File: src/rtl/quadra_sum_stage.sv
// rtl/quadra_sum_stage.sv - final sum/round/saturate stage of the quadratic approximation unit
module quadra_sum_stage #(
   parameter int A_W      = 24,
   parameter int T1_W     = 22,
   parameter int T2_W     = 18,
   parameter int FRAC_IN  = 20,
   parameter int Y_W      = 16,
   parameter int FRAC_OUT = 14
) (
   input  logic                   clk,
   input  logic                   rst_n,
   input  logic                   in_valid,
   output logic                   in_ready,
   input  logic signed [A_W-1:0]  a_fxd,
   input  logic signed [T1_W-1:0] t1_fxd,
   input  logic signed [T2_W-1:0] t2_fxd,
   output logic                   out_valid,
   input  logic                   out_ready,
   output logic signed [Y_W-1:0]  y,
   output logic                   y_sat,
   input  logic                   sat_clr,
   output logic                   sat_sticky
);

   localparam int MAX_AT = (A_W > T1_W) ? A_W : T1_W;
   localparam int MAX_W  = (MAX_AT > T2_W) ? MAX_AT : T2_W;
   localparam int S_W    = MAX_W + 2;
   localparam int SH     = FRAC_IN - FRAC_OUT;

   localparam logic signed [S_W:0] HALF  = (S_W+1)'(1) <<< (SH - 1);
   localparam logic signed [S_W:0] Y_MAX = (S_W+1)'((2 ** (Y_W - 1)) - 1);
   localparam logic signed [S_W:0] Y_MIN = -Y_MAX - (S_W+1)'(1);

   generate
      if (FRAC_IN <= FRAC_OUT) begin : g_bad_frac
         $error("quadra_sum_stage: FRAC_IN must be greater than FRAC_OUT");
      end
   endgenerate

   logic                  adv;
   logic                  s1_valid;
   logic                  s2_valid;
   logic signed [S_W-1:0] s1_sum;
   logic signed [S_W-1:0] a_ext;
   logic signed [S_W-1:0] t1_ext;
   logic signed [S_W-1:0] t2_ext;
   logic signed [S_W-1:0] sum_c;
   logic signed [S_W:0]   biased_c;
   logic signed [S_W:0]   rnd_c;
   logic signed [Y_W-1:0] y_c;
   logic                  sat_c;

   // Both stages move together; an empty stage 2 always frees the pipe.
   assign adv       = !s2_valid || out_ready;
   assign in_ready  = adv;
   assign out_valid = s2_valid;

   assign a_ext  = S_W'(a_fxd);
   assign t1_ext = S_W'(t1_fxd);
   assign t2_ext = S_W'(t2_fxd);
   assign sum_c  = a_ext + t1_ext + t2_ext;

   // Half-up rounding: add half an output LSB, then floor via arithmetic shift.
   assign biased_c = (S_W+1)'(s1_sum) + HALF;
   assign rnd_c    = biased_c >>> SH;

   always_comb begin
      y_c   = rnd_c[Y_W-1:0];
      sat_c = 1'b0;
      if (rnd_c > Y_MAX) begin
         y_c   = Y_MAX[Y_W-1:0];
         sat_c = 1'b1;
      end else if (rnd_c < Y_MIN) begin
         y_c   = Y_MIN[Y_W-1:0];
         sat_c = 1'b1;
      end
   end

   always_ff @(posedge clk or negedge rst_n) begin
      if (!rst_n) begin
         s1_valid <= 1'b0;
         s1_sum   <= '0;
         s2_valid <= 1'b0;
         y        <= '0;
         y_sat    <= 1'b0;
      end else if (adv) begin
         s1_valid <= in_valid;
         s1_sum   <= sum_c;
         s2_valid <= s1_valid;
         y        <= y_c;
         y_sat    <= sat_c;
      end
   end

   always_ff @(posedge clk or negedge rst_n) begin
      if (!rst_n) begin
         sat_sticky <= 1'b0;
      end else if (out_valid && out_ready && y_sat) begin
         sat_sticky <= 1'b1;
      end else if (sat_clr) begin
         sat_sticky <= 1'b0;
      end
   end

endmodule

File: config.mk
export PLATFORM = sky130hd
export DESIGN_NAME = quadra_sum_stage
export DESIGN_NICKNAME = d
export VERILOG_FILES = /design/src/rtl/quadra_sum_stage.sv
export SDC_FILE = /design/constraint.sdc
export NUM_CORES = 1
export LEC_CHECK = 0
export BUFFER_PORTS_ARGS = -buffer_cell sky130_fd_sc_hd__buf_2
export CORE_MARGIN = 8
export CORE_UTILIZATION = 47
export DETAILED_ROUTE_END_ITERATION = 12
export HOLD_SLACK_MARGIN = 0.05
export PLACE_DENSITY = 0.75
export SYNTH_ARGS = -nofsm -noshare
export SYNTH_HDL_FRONTEND = slang
export SYNTH_SLANG_ARGS = --single-unit
File: constraint.sdc
create_clock -name clk -period 2.3 [get_ports clk]
set_input_delay 0.115 -clock clk [delete_from_list [all_inputs] [get_ports clk]]
set_output_delay 0.115 -clock clk [all_outputs]
set_load 0.02 [all_outputs]
* After elaboration in Yosys (flattened, before gate mapping) *
Index checks and enable logic that the tools add are counted.

word-level totals
  flip-flop bits (word level) = 46
  input port bits = 69
  output and inout bits = 20

cells by class
  $add $sub $neg = 3
  $lt $le $gt $ge = 2
  mux-type cells = 6
  reductions and logical operators = 5

operators with widths
  operator                                                          number
  two-way mux 16 bit                                                2
  adder 26 x 7 -> 27 bit (second input constant)                    1
  adder 25 x 18 -> 26 bit                                           1
  adder 24 x 22 -> 25 bit                                           1
  greater-than comparator 21 x 16 -> 1 bit (second input constant)  1
  < comparator 21 x 16 -> 1 bit (second input constant)             1
  two-way mux 1 bit                                                 4
  logical AND 1 bit                                                 2
  nonzero test 2 bit                                                1
  zero test 1 bit                                                   1
  logical OR 1 bit                                                  1

* Logic depth before layout (Yosys ltp) *
  depth after elaboration = 4
  gate-level depth with buffers = 11
  mapped depth without buffers = 11

* Least setup slack after synthesis *
No wires, ideal clock.

  path kind = input to register
  start = in a_fxd[18]
  end = reg s1_sum[23]
  library setup time = 0.148 ns
  data arrival time = 2.307 ns
  slack = -0.155 ns
  cell stages on the path = 9
  cell sequence = fa_1 -> ha_1 -> a21o_1 -> a21o_1 -> a21o_1 -> a221o_1 -> a211oi_2 -> xor2_1 -> a21oi_1

on the way
  longest elaborated chain between the ends = 2

ends and longest elaborated chain
  what                     line  text
  from (decl)              14    input logic signed [A_W-1:0] a_fxd,
  adder 24 x 22 -> 25 bit  61    assign sum_c = a_ext + t1_ext + t2_ext;
  adder 25 x 18 -> 26 bit  61
  to (signal assigned)     88    s1_sum <= sum_c;
  to (decl)                43    logic signed [S_W-1:0] s1_sum;

Every way passes these cells.
A chain may end at the register's enable or synchronous reset.

* Worst setup path after layout *
  start = in a_fxd[3]
  end = reg s1_sum[25]

The elaborated chain is that of the path after synthesis.

==> results_dict.tcl <==
set metrics [dict create \
    ys_seq_area_frac 0.289 \
    stdcell_area_sq_um 4740 \
    setup_violations 0 \
    placed_cell_area_sq_um 4520 \
    ios 89 \
    route.detailed.drc 0 \
    synth.top_cell.area_share 0.289 \
    hold_viol_final 0 \
    synthArstFlopShare 1.00 \
    synthAdderAreaFrac 0.218 \
    clk_pin_slew_ns 0.07 \
    grt_use_total 0.161 \
    synthSimpleGateAreaFrac 0.196 \
    vias 3209 \
    synth_cells 394 \
    hp-start "out_ready" \
    reg2reg_from "s1_sum[11]" \
    cts_tree "yes" \
    synth.cell_area_sq_um 3550 \
    fp.dieArea_sq_um 10600 \
    period_needed_ns 2.27 \
    die_h_um 103 \
    wire_per_inst_um 13.0 \
    postRouteAntennaNets 0 \
    rows 31 \
    regArea_sq_um 1030 \
    grt_pass1_wl_um 14000 \
    finalCritPeriodShare 0.985 \
    status "completed" \
    timing.rr.end "y[4]" \
    synth.area.top_cells "dfrtp_1 29%, fa_1 13%, ha_1 8.8%, nand3_1 6.5%, nand2_1 5.2%" \
    nets 653 \
    drt_iter0_drc 109 \
    worst_skew_pair.late_latency_ns 0.29 \
    synth_nets 511 \
    initial_core_util 0.486 \
    path_max_fanout 4 \
    hold_path_class "input port to register" \
    cts_buffers 5 \
    wl_um 8300 \
    hpwl_um 6980 \
    synth_edf_count 0 \
    ys.flop_type "dfrtp_1" \
    antenna_found_initial 0 \
    p_leak_uw 0.00222 \
    critical_path.startpoint "a_fxd[3]" \
    globalplace.congestion 0.857 \
    power_uw 4130 \
    cp-start-kind "input port" \
    diodes 0 \
    cap_violations 0 \
    nFillCells 672 \
    numClockSinks 41 \
    slew_violations 0 \
    multi_input_area_sq_um 2490 \
    synth_compound_area_frac 0.181 \
    syn_to_final_growth_pct 33.7 \
    htree_levels 2 \
    drive_gt1_frac 0.339 \
    synth_largest_area_cell "dfrtp_1" \
    final_common_cell "buf_2" \
    synth_mux_area_frac 0 \
    hold_path_end "sat_sticky" \
    worst_pin_slew_ns 0.855 \
    yosys_warnings 0 \
    die_w_um 103 \
    synth_xor_xnor_area_share 0.0766 \
    ys_seq_elements 41 \
    io_buffers 88 \
    clockBufferDepth 2 \
    synth_top_family_by_area "adder cells" \
    critPathRequiredTime_ns 2.47 \
    finalClockSkew_ns 0.00729 \
    grt_pass1_vias 3295 \
    ff2ff_path_depth 6 \
    powerDensity_nw_per_um2 871 \
    path_class "input port to register" \
    ys_types 50 \
    r2r_slack_ns 0.37 \
    whs_path_depth 3 \
    core_sq_um 7290 \
    dr.pass1.iters 4 \
    arrival_ns 2.44 \
    grt_start_max_net_pins 42 \
    root_buffer "clkbuf_8" \
    overflow 0 \
    final_cell_mix "87 x buf_2, 55 x buf_4, 49 x nand2_1" \
    rsz0062_at_grt "true" \
    synth_area_per_cell_sq_um 9.00 \
    relSlewSlack 0.430 \
    peakVddDrop_v 0.000328 \
    critPathCaptureType "register" \
    max_freq_mhz 441 \
    via_per_inst 5.05 \
]
[final cells by class]
| type | instances | area share |
|---|---|---|
| Clock inverter | 1 | 0.00106 |
| Inverter | 21 | 0.0166 |
| Clock buffer | 7 | 0.0203 |
| Timing Repair Buffer | 148 | 0.194 |
| Sequential cell | 41 | 0.216 |
| Tap cell | 99 | 0.0261 |
| Multi-Input combinational cell | 319 | 0.525 |
[synthesized netlist by cell type (4+ instances only)]
cell type / number
o21bai_1: 5
a21oi_1: 30
o21ai_1: 6
nand3_1: 46
o21ai_0: 10
inv_1: 20
clkbuf_1: 11
nand4_1: 5
xor2_1: 14
xnor2_1: 17
ha_1: 25
dfrtp_1: 41
o31ai_1: 4
fa_1: 23
nand2_1: 49
nor3_1: 4
nor2_1: 25
a21o_1: 9
[power by group]
group	switching, uW	total [uW]	internal [uW]
registers	294	1330	1040
clock network	225	496	271
logic	1230	2300	1070
total	1740	4130	2390
[registers in the layout, summed over array words and instances (netlist names)]
signal and flops:
s1_sum 21, y 16, out_valid 1, s1_valid 1
sat_sticky 1, y_sat 1
[worst max path at each step]
| stage | end | slack (ns) | depth (start not counted) |
|---|---|---|---|
| finish | s1_sum[25] | 0.03 | 14 |
| global route | s1_sum[22] | -0.04 | 13 |
| floorplan | s1_sum[23] | -0.02 | 9 |
| CTS | s1_sum[25] | -0.02 | 12 |
| global placement | s1_sum[22] | -0.31 | 12 |
| detailed placement | s1_sum[22] | -0.36 | 12 |
[kinds of logic after synthesis]
kind of cell,after synthesis
compound gates,92
simple gates,148
flops,41
buf+inv,34
xor+xnor,31
fa+ha+maj,48
[per-stage QoR]
step                setup WS [ns]  hold slack, ns  setup TNS [ns]  cells  utilization
floorplan                 -0.0163          -0.181         -0.0163    394            -
global placement           -0.313           0.272           -2.89    620        0.620
detailed placement         -0.361           0.273           -3.80    620        0.620
CTS                       -0.0187          0.0851         -0.0455    632        0.639
global route              -0.0436           0.111         -0.0582    636        0.650
finish                     0.0337          0.0894               0    636        0.650
[per-layer routing]
metal,vias to the layer above,GRT usage,wire (um)
li1,1668,-,-
met1,1467,0.200,3850
met3,6,0.0257,332
met2,68,0.285,4050
met4,0,0.0345,66
met5,-,0,0
[worst max-delay path, stage by stage]
cell      delay, ns
buf_6          0.07
inv_2          0.03
fa_1           0.54
inv_2          0.05
ha_4           0.28
nand3_2        0.09
o211ai_1       0.27
nand4b_1       0.15
buf_6          0.15
buf_4          0.13
a211oi_2       0.23
a211oi_2       0.07
nor3b_1        0.20
nor2_1         0.07
[repair_timing]
| action | in CTS | in global routing |
|---|---|---|
| buffers inserted | 1 | 4 |
| hold buffers | 3 | 0 |
| pin swaps | 2 | 18 |
| resized for setup | 0 | 12 |
| hold endpoints to repair | 43 | 0 |
| endpoints found under the setup margin | 4 | 11 |
Power figures use the tool's default switching activity.
